===== src/rtl/alpharetz_sb_regfile_if.sv =====
// Bus bundle for the scoreboarded register file: writeback, claim and read ports.
// The master modport is the pipeline side and the slave modport is the register file.
interface alpharetz_sb_regfile_if #(
   parameter int DATA_WIDTH = 32,
   parameter int REG_COUNT  = 32,
   parameter int RD_PORTS   = 2
);
   localparam int AW = $clog2(REG_COUNT);
   localparam int CW = $clog2(REG_COUNT + 1);

   logic                           wr_en;
   logic [AW-1:0]                  wr_addr;
   logic [DATA_WIDTH-1:0]          wr_data;
   logic                           claim_en;
   logic [AW-1:0]                  claim_addr;
   logic                           claim_ok;
   logic [RD_PORTS-1:0]            rd_en;
   logic [RD_PORTS*AW-1:0]         rd_addr;
   logic [RD_PORTS*DATA_WIDTH-1:0] rd_data;
   logic [RD_PORTS-1:0]            rd_busy;
   logic [CW-1:0]                  busy_count;

   modport master (
      output wr_en, wr_addr, wr_data, claim_en, claim_addr, rd_en, rd_addr,
      input  claim_ok, rd_data, rd_busy, busy_count
   );

   modport slave (
      input  wr_en, wr_addr, wr_data, claim_en, claim_addr, rd_en, rd_addr,
      output claim_ok, rd_data, rd_busy, busy_count
   );
endinterface


===== src/rtl/alpharetz_sb_regfile.sv =====
// Register file with a per-register busy scoreboard; r0 is hardwired to zero and never busy.
// Define ALPHARETZ_RF_BYPASS_EN to forward same-cycle writeback data to the read ports.
module alpharetz_sb_regfile #(
   parameter int DATA_WIDTH = 32,
   parameter int REG_COUNT  = 32,
   parameter int RD_PORTS   = 2
) (
   input  logic                  clk,
   input  logic                  sync_rst,
   input  logic                  clk_en,
   input  logic                  sys_en,
   alpharetz_sb_regfile_if.slave bus
);
   localparam int AW = $clog2(REG_COUNT);
   localparam int CW = $clog2(REG_COUNT + 1);

   logic [DATA_WIDTH-1:0]          regs_r [REG_COUNT];
   logic [REG_COUNT-1:0]           busy_r;
   logic [CW-1:0]                  busy_count_r;

   logic                           en_s;
   logic                           wr_commit_s;
   logic                           wr_hits_claim_s;
   logic                           claim_ok_s;
   logic                           claim_set_s;
   logic                           busy_set_s;
   logic                           busy_clr_s;
   logic [REG_COUNT-1:0]           busy_next_s;
   logic [CW-1:0]                  busy_count_next_s;
   logic [AW-1:0]                  port_addr_s [RD_PORTS];
   logic [RD_PORTS*DATA_WIDTH-1:0] rd_data_s;
   logic [RD_PORTS-1:0]            rd_busy_s;

   assign en_s            = clk_en & sys_en;
   assign wr_commit_s     = en_s & bus.wr_en & (bus.wr_addr != '0);
   assign wr_hits_claim_s = en_s & bus.wr_en & (bus.wr_addr == bus.claim_addr);
   assign claim_ok_s      = bus.claim_en & ((bus.claim_addr == '0) | ~busy_r[bus.claim_addr] | wr_hits_claim_s);
   assign claim_set_s     = claim_ok_s & en_s & (bus.claim_addr != '0);

   // Real 0->1 / 1->0 transitions; a claim landing on the written register keeps it busy.
   assign busy_set_s = claim_set_s & ~busy_r[bus.claim_addr];
   assign busy_clr_s = wr_commit_s & busy_r[bus.wr_addr] &
                       ~(claim_set_s & (bus.claim_addr == bus.wr_addr));

   assign busy_count_next_s = busy_count_r + CW'(busy_set_s) - CW'(busy_clr_s);

   // Next scoreboard state: writeback clears first, then an accepted claim sets.
   always_comb begin
      busy_next_s = busy_r;
      if (wr_commit_s) begin
         busy_next_s[bus.wr_addr] = 1'b0;
      end else begin
         busy_next_s[bus.wr_addr] = busy_r[bus.wr_addr];
      end
      if (claim_set_s) begin
         busy_next_s[bus.claim_addr] = 1'b1;
      end else begin
         busy_next_s[bus.claim_addr] = busy_next_s[bus.claim_addr];
      end
   end

   for (genvar g = 0; g < RD_PORTS; g++) begin : g_port_addr
      assign port_addr_s[g] = bus.rd_addr[g*AW +: AW];
   end

   // Zero-latency read ports; disabled ports and r0 return zero and not-busy.
   always_comb begin
      rd_data_s = '0;
      rd_busy_s = '0;
      for (int p = 0; p < RD_PORTS; p++) begin
         if (!bus.rd_en[p]) begin
            rd_data_s[p*DATA_WIDTH +: DATA_WIDTH] = '0;
            rd_busy_s[p]                          = 1'b0;
`ifdef ALPHARETZ_RF_BYPASS_EN
         end else if (wr_commit_s && (port_addr_s[p] == bus.wr_addr)) begin
            rd_data_s[p*DATA_WIDTH +: DATA_WIDTH] = bus.wr_data;
            rd_busy_s[p]                          = 1'b0;
`endif
         end else if (port_addr_s[p] == '0) begin
            rd_data_s[p*DATA_WIDTH +: DATA_WIDTH] = '0;
            rd_busy_s[p]                          = 1'b0;
         end else begin
            rd_data_s[p*DATA_WIDTH +: DATA_WIDTH] = regs_r[port_addr_s[p]];
            rd_busy_s[p]                          = busy_r[port_addr_s[p]];
         end
      end
   end

   // Architectural state update; reset overrides any write or claim in the same cycle.
   always_ff @(posedge clk) begin
      if (sync_rst) begin
         for (int i = 0; i < REG_COUNT; i++) begin
            regs_r[i] <= '0;
         end
         busy_r       <= '0;
         busy_count_r <= '0;
      end else begin
         if (wr_commit_s) begin
            regs_r[bus.wr_addr] <= bus.wr_data;
         end
         busy_r       <= busy_next_s;
         busy_count_r <= busy_count_next_s;
      end
   end

   assign bus.claim_ok   = claim_ok_s;
   assign bus.rd_data    = rd_data_s;
   assign bus.rd_busy    = rd_busy_s;
   assign bus.busy_count = busy_count_r;
endmodule


===== src/flat_wrapper.sv =====
// flat-port wrapper written by rule: the top's interface ports become plain ports
module alpharetz_sb_regfile_flat 
#(
   parameter int DATA_WIDTH = 32,
   parameter int REG_COUNT  = 32,
   parameter int RD_PORTS   = 2
)
  (clk, sync_rst, clk_en, sys_en, bus_wr_en, bus_wr_addr, bus_wr_data, bus_claim_en, bus_claim_addr, bus_rd_en, bus_rd_addr, bus_claim_ok, bus_rd_data, bus_rd_busy, bus_busy_count);
  alpharetz_sb_regfile_if #(.DATA_WIDTH(DATA_WIDTH), .REG_COUNT(REG_COUNT), .RD_PORTS(RD_PORTS)) bus_i ();
  input  logic clk;
  input  logic sync_rst;
  input  logic clk_en;
  input  logic sys_en;
  input wire logic [$bits(bus_i.wr_en)-1:0] bus_wr_en;
  input wire logic [$bits(bus_i.wr_addr)-1:0] bus_wr_addr;
  input wire logic [$bits(bus_i.wr_data)-1:0] bus_wr_data;
  input wire logic [$bits(bus_i.claim_en)-1:0] bus_claim_en;
  input wire logic [$bits(bus_i.claim_addr)-1:0] bus_claim_addr;
  input wire logic [$bits(bus_i.rd_en)-1:0] bus_rd_en;
  input wire logic [$bits(bus_i.rd_addr)-1:0] bus_rd_addr;
  output wire logic [$bits(bus_i.claim_ok)-1:0] bus_claim_ok;
  output wire logic [$bits(bus_i.rd_data)-1:0] bus_rd_data;
  output wire logic [$bits(bus_i.rd_busy)-1:0] bus_rd_busy;
  output wire logic [$bits(bus_i.busy_count)-1:0] bus_busy_count;
  assign bus_i.wr_en = bus_wr_en;
  assign bus_i.wr_addr = bus_wr_addr;
  assign bus_i.wr_data = bus_wr_data;
  assign bus_i.claim_en = bus_claim_en;
  assign bus_i.claim_addr = bus_claim_addr;
  assign bus_i.rd_en = bus_rd_en;
  assign bus_i.rd_addr = bus_rd_addr;
  assign bus_claim_ok = bus_i.claim_ok;
  assign bus_rd_data = bus_i.rd_data;
  assign bus_rd_busy = bus_i.rd_busy;
  assign bus_busy_count = bus_i.busy_count;
  alpharetz_sb_regfile #(.DATA_WIDTH(DATA_WIDTH), .REG_COUNT(REG_COUNT), .RD_PORTS(RD_PORTS)) u_core (.clk(clk), .sync_rst(sync_rst), .clk_en(clk_en), .sys_en(sys_en), .bus(bus_i));
endmodule

===== config.mk =====
export PLATFORM = sky130hd
export DESIGN_NAME = alpharetz_sb_regfile_flat
export DESIGN_NICKNAME = d
export VERILOG_FILES = /design/src/rtl/alpharetz_sb_regfile_if.sv /design/src/rtl/alpharetz_sb_regfile.sv /design/src/flat_wrapper.sv
export SDC_FILE = /design/constraint.sdc
export NUM_CORES = 2
export LEC_CHECK = 0
export ABC_CLOCK_PERIOD_IN_PS = 6400
export CELL_PAD_IN_SITES_DETAIL_PLACEMENT = 1
export CELL_PAD_IN_SITES_GLOBAL_PLACEMENT = 1
export CORE_UTILIZATION = 45
export DETAILED_ROUTE_END_ITERATION = 7
export PLACE_DENSITY = 0.67
export SETUP_SLACK_MARGIN = 0.15
export SYNTH_ARGS = -nofsm -noshare
export SYNTH_HDL_FRONTEND = slang
export SYNTH_SLANG_ARGS = --single-unit

===== constraint.sdc =====
create_clock -name clk -period 6.4 [get_ports clk]
set_input_delay 0.96 -clock clk [delete_from_list [all_inputs] [get_ports clk]]
set_output_delay 0.96 -clock clk [all_outputs]
set_load 0.03 [all_outputs]

Word level (Yosys, flattened, before mapping)
Memories as Yosys holds them, arrays and structs flattened.
Cells that the tools add are included.
{"block": "totals", "out_inout_bits": 73, "mem_bits_ro": 0, "mem_bits_rw": 1024, "latch_bits": 0, "register_bits": 38, "n_memories": 1, "in_bits": 60}
{"name": "u_core.regs_r", "words": 32, "width": 32, "read_ports": 2, "rd_clocked_by_memory_dff": 0, "wr": 32, "line_no": "alpharetz_sb_regfile.sv:17", "text": "logic [DATA_WIDTH-1:0] regs_r [REG_COUNT];"}
{"block": "classes", "n_div": 0, "shift": 0, "reduce_logical": 8, "magnitude_cmp": 6, "mul": 0, "n_eq_ne": 2, "n_mux": 34, "n_bitwise": 18, "n_addsub": 2}
{"op": "32-bit 2-to-1 mux", "n": 7}
{"op": "32-bit bitwise mux", "n": 2}
{"op": "32-bit bitwise AND", "n": 1}
{"op": "32-bit NOT", "n": 1}
{"op": "32-bit OR", "n": 1}
{"op": "32-bit OR reduction", "n": 1}
{"op": "1-bit binary-select mux with 5-bit select", "n": 5}
{"op": "5-bit by 6-bit less-than comparator with 1-bit output (second input constant)", "n": 4}
{"op": "1-bit 2-to-1 mux", "n": 17}
{"op": "5-bit zero test", "n": 3}
{"op": "1-bit bitwise AND", "n": 11}
{"op": "1-bit demux with 5-bit select", "n": 2}
{"op": "5-bit equality test", "n": 2}
{"op": "5-bit by 1-bit >= comparator with 1-bit output (second input constant)", "n": 2}
{"op": "5-bit nonzero test", "n": 2}
{"op": "6-bit by 1-bit adder with 6-bit output", "n": 1}
{"op": "6-bit by 1-bit subtractor with 6-bit output", "n": 1}
{"op": "5-bit 2-to-1 mux", "n": 1}
{"op": "1-bit logical AND", "n": 2}
{"op": "1-bit NOT", "n": 2}
{"op": "1-bit OR", "n": 2}

Longest topological paths before layout
{"block": "depth", "ltp_word": 12, "depth_mapped": 18, "mapped_depth_nobuf": 15}

Least setup slack after synthesis
Ideal clock, no wire load.
{"block": "synth_timing", "kind": "input to register", "from": "in bus_claim_addr[1]", "to": "reg u_core.busy_count_r[4], in the netlist u_core.bus.busy_count[4]", "arrival_time_ns": 4.411, "setup_slack_ns": 1.860, "setup_time_ns": 0.129, "n_path_buf": 2, "stages": 17, "required_ns": 6.271, "path_cell_list": "clkbuf_1 > buf_2 > mux4_2 > mux4_2 > mux2i_1 > o31a_2 > nand2_1 > o311a_1 > ha_1 > inv_1 > ha_1 > fa_1 > a21oi_1 > nor2_1 > nor2_1 > xor2_1 > nor2_1"}
{"block": "synth_via", "elab_chain_len": 12, "word_cells_on_any_way": 19}
{"element": "from (decl)", "line_no": "flat_wrapper.sv:18", "text": "input wire logic [$bits(bus_i.claim_addr)-1:0] bus_claim_addr;"}
{"element": "1-bit binary-select mux with 5-bit select", "line_no": "alpharetz_sb_regfile.sv:37", "text": "assign claim_ok_s = bus.claim_en & ((bus.claim_addr == '0) | ~busy_r[bus.claim_addr] | wr_hits_claim_s);"}
{"element": "1-bit 2-to-1 mux (not written as such)", "line_no": "alpharetz_sb_regfile.sv:37"}
{"element": "1-bit NOT", "line_no": "alpharetz_sb_regfile.sv:37"}
{"element": "1-bit OR", "line_no": "alpharetz_sb_regfile.sv:37"}
{"element": "1-bit OR (*)", "line_no": "alpharetz_sb_regfile.sv:37"}
{"element": "1-bit bitwise AND (*)", "line_no": "alpharetz_sb_regfile.sv:37"}
{"element": "via bus_claim_ok", "line_no": "flat_wrapper.sv:21", "text": "output wire logic [$bits(bus_i.claim_ok)-1:0] bus_claim_ok;"}
{"element": "1-bit bitwise AND (*) (2 in a row)", "line_no": "alpharetz_sb_regfile.sv:38", "text": "assign claim_set_s = claim_ok_s & en_s & (bus.claim_addr != '0);"}
{"element": "branches (longest 3 deep; another with 6-bit by 1-bit adder with 6-bit output)"}
{"element": "6-bit by 1-bit subtractor with 6-bit output (*)", "line_no": "alpharetz_sb_regfile.sv:45", "text": "assign busy_count_next_s = busy_count_r + CW'(busy_set_s) - CW'(busy_clr_s);"}
{"element": "to (signal assigned)", "line_no": "alpharetz_sb_regfile.sv:102", "text": "busy_count_r <= busy_count_next_s;"}
{"element": "to (decl)", "line_no": "alpharetz_sb_regfile.sv:19", "text": "logic [CW-1:0] busy_count_r;"}
Mark *: on every way through the listed nets, which the timed path passes. The select of a mux whose other input is x is not followed.
A chain may end at the register's enable or synchronous reset.

Worst setup path in the final report
{"block": "layout_timing", "from": "in bus_rd_addr[6]", "to": "out bus_rd_data[58]"}
{"block": "layout_via", "elab_chain_len": 3, "word_cells_on_any_way": 4}
{"element": "from (decl)", "line_no": "flat_wrapper.sv:20", "text": "input wire logic [$bits(bus_i.rd_addr)-1:0] bus_rd_addr;"}
{"element": "memory read 32 x 32 bit / 5-bit zero test (equally long branches)"}
{"element": "32-bit 2-to-1 mux (*)", "line_no": "alpharetz_sb_regfile.sv:79", "text": "end else if (port_addr_s[p] == '0) begin"}
{"element": "32-bit 2-to-1 mux (*)", "line_no": "alpharetz_sb_regfile.sv:71", "text": "if (!bus.rd_en[p]) begin"}
{"element": "to (decl)", "line_no": "flat_wrapper.sv:22", "text": "output wire logic [$bits(bus_i.rd_data)-1:0] bus_rd_data;"}
Every way passes the cells marked *; elsewhere a longest branch is shown, timed or not.

==> results.ini <==
[clocking]
cts_max_level=3
numCtsBuffers=118
clock-root-buffer=clkbuf_16
hold_buffers=0
clk_path_buf_depth=3
cts_setup_buffers=0
clk_pin_slew_ps=60
clk_latency_ps=750
cts_tree=built
cts_sinks=1062
ctsResizeCount=0

[synth]
synth_compound_area_share_pct=1.750
synth_area_per_cell_um2=15.67
syn_inst=3696
ys_ff_latch=1062
synth-adder-area-share_pct=0.1642
synthMuxAreaShare_pct=27.58
ys_top_cells_by_area=edfxtp_1, mux4_2, and2_1
yosys.cell_types.count=69
synth_top_area_share_pct=53.08
yosys.area_share.xor_xnor_pct=0.1512
synthSimpleGateAreaFrac_pct=13.27
seq_area_frac_synth_pct=54.40
syn_area_um2=57930
yosysWarnings=0
synth_edf_count=1024
dominantRegCellSynth=edfxtp_1
synth_top_cell_by_area=edfxtp_1
async_reset_ff_share_pct=0
synth_top_family_by_area=multiplexers

[hold_path]
hold_class=flip-flop to flip-flop

[sta]
grt_setup_unrepaired=false
min_period_ps=5163
finalHoldViolations=0
finalCritPeriodShare_pct=80.67
fin_skew_ps=11.32
fin_tns_setup_ps=0
setup_slack_ps=1237
finalMaxSlewViolations=0
setup_viol=0
worst_pin_slew_ps=1084
max_slew_margin_pct=27.49
max_freq_mhz=193.7

[pwr]
clock_power_share_pct=38.9
p_comb_share_pct=13.5
power_density_nw_per_um2=261.8
internal_power_mw=12.75
pwr-share-seq_pct=47.6
switchingPower_mw=4.425
power_leakage_nw=22.14
swShare_pct=25.77
power_mw=17.17
peakVddDrop_mv=0.2308

[floorplan]
ioPinCount=133
die_height_um=360.8
die_area_um2=130200
core_um2=127700
die_x_um=360.8
start_util_pct=45.37
rows=131

[detailed_routing]
drcViolationCount=0
vias=37500
wl_met3_um=22230
via_per_inst=6.800
detail-route-antenna-nets=0
drt_iter0_markers=5453
met2_wirelength_um=101900
wl_per_cell_um=38.76
top_layer_used=met5
first_pass_iters=5
drt_wl_total_um=213800
met1_length_um=81130

[place]
detailed_place_hpwl_um=125200
port_buffers=132
placed_area_um2=61930
place_ws_ps=779.1
gp_congestion=0.8780

[critical_path]
crit_fanout=81
worstPathRequired_ps=5440
crit_chain=buf_8, buf_4, mux4_2, mux4_2, mux2i_1, nor2_1, clkdlybuf4s50_1
cp-start-kind=input port
timing.critical_path.buf_inv=3
crit_family=buffers and inverters
cp-end-kind=primary output
cpPeakStageDelay_ps=640
arrival_ps=4200
slowest_stage=clkdlybuf4s50_1
cpMostUsedCell=mux4_2
crit_type=input port to primary output

[finish]
final_common_cell=edfxtp_1
layout-drive-gt1-share_pct=28.36
final_nets=3817
multiInputGateArea_um2=25240
n_fill_cell=11800
area_delta_synth_final_pct=13.26
mostFrequentLayoutCells=edfxtp_1, and2_1, mux4_2
utilization_pct=51.38
regArea_um2=31510
postLayoutCellArea_um2=65610

[global_routing]
antenna_found_initial=28
grt_overflow=0
grt_pass1_vias=38880
grt_max_degree=91
grt_pass1_wl_um=299200
track_usage_pct=32.97

[outcome]
status=finished, final reports clean

[run]
maxCapViolations=0

area by class of cell:
cell class                      instances  area share [%]
Antenna cell                            6         0.02289
Clock buffer                          155           4.775
Clock inverter                         62          0.8067
Inverter                               11         0.06294
Multi-Input combinational cell       2257           38.46
Sequential cell                      1062           48.03
Tap cell                             1662           3.170
Timing Repair Buffer                  300           4.669
final timing paths:
path	startpoint	endpoint	slack [ps]	cells past startpoint
max	bus_rd_addr[6]	bus_rd_data[58]	1240	7
min	u_core.busy_r[0]$_SDFF_PP0_	u_core.busy_r[0]$_SDFF_PP0_	620	1
max reg2reg	u_core.busy_r[3]$_SDFF_PP0_	u_core.bus.busy_count[4]$_SDFF_PP0_	2240	15
min reg2reg	u_core.busy_r[0]$_SDFF_PP0_	u_core.busy_r[0]$_SDFF_PP0_	620	1
layer usage:
metal	track usage [%]	vias to the layer above
li1	-	14420
met1	45.32	20220
met2	52.65	2422
met3	5.646	439
met4	12.65	2
met5	0	-
Yosys cell counts, types with 4 or more instances:
cell	number
dfxtp_1	38
nand3_1	14
nor2b_1	10
nand2_1	55
nor3_1	7
a31oi_1	7
a21oi_1	24
a211oi_1	23
inv_1	11
and3_1	8
buf_4	4
mux4_2	672
a221oi_1	5
o22ai_1	7
or2_2	35
o311a_1	8
mux2i_1	82
nand2b_1	11
nor2_1	155
and2_1	995
a311oi_1	4
o32ai_1	4
ha_1	6
clkbuf_1	327
edfxtp_1	1024
buf_1	60
xnor2_1	8
buf_2	6
o21ai_0	21
metrics by stage:
stage | hold slack (ps) | std cells
2_1_floorplan | 487.5 | 3727
3_3_place_gp | 615.0 | 5292
3_5_place_dp | 610.9 | 5292
4_1_cts | 617.9 | 5509
5_1_grt | 646.0 | 5511
6_report | 623.9 | 5515
cells by family after synthesis:
logic type                 count (synthesis)
buffers and inverters                    408
xor gates and xnor gates                  10
AOI/OAI and AO/OA                        140
other                                      1
DFF                                     1062
and+or+nand+nor                         1312
muxes                                    756
adders and majority gates                  7
power by group through the flow:
| stage | Clock, mW | Sequential [mW] | Combinational (mW) |
|---|---|---|---|
| final | 6.68 | 8.17 | 2.32 |
| after global routing | 6.97 | 8.20 | 2.40 |
| after CTS | 6.74 | 8.16 | 2.32 |
| after detailed placement | 0 | 8.31 | 2.32 |
| after global placement | 0 | 8.25 | 2.29 |
| after floorplan | 0 | 8.23 | 1.42 |
state kept, by name, indices dropped and copies added (netlist names):
register	count
u_core.busy_r	32
u_core.bus.busy_count	6
u_core.regs_r	1024
(Power assumes the default switching activity.)
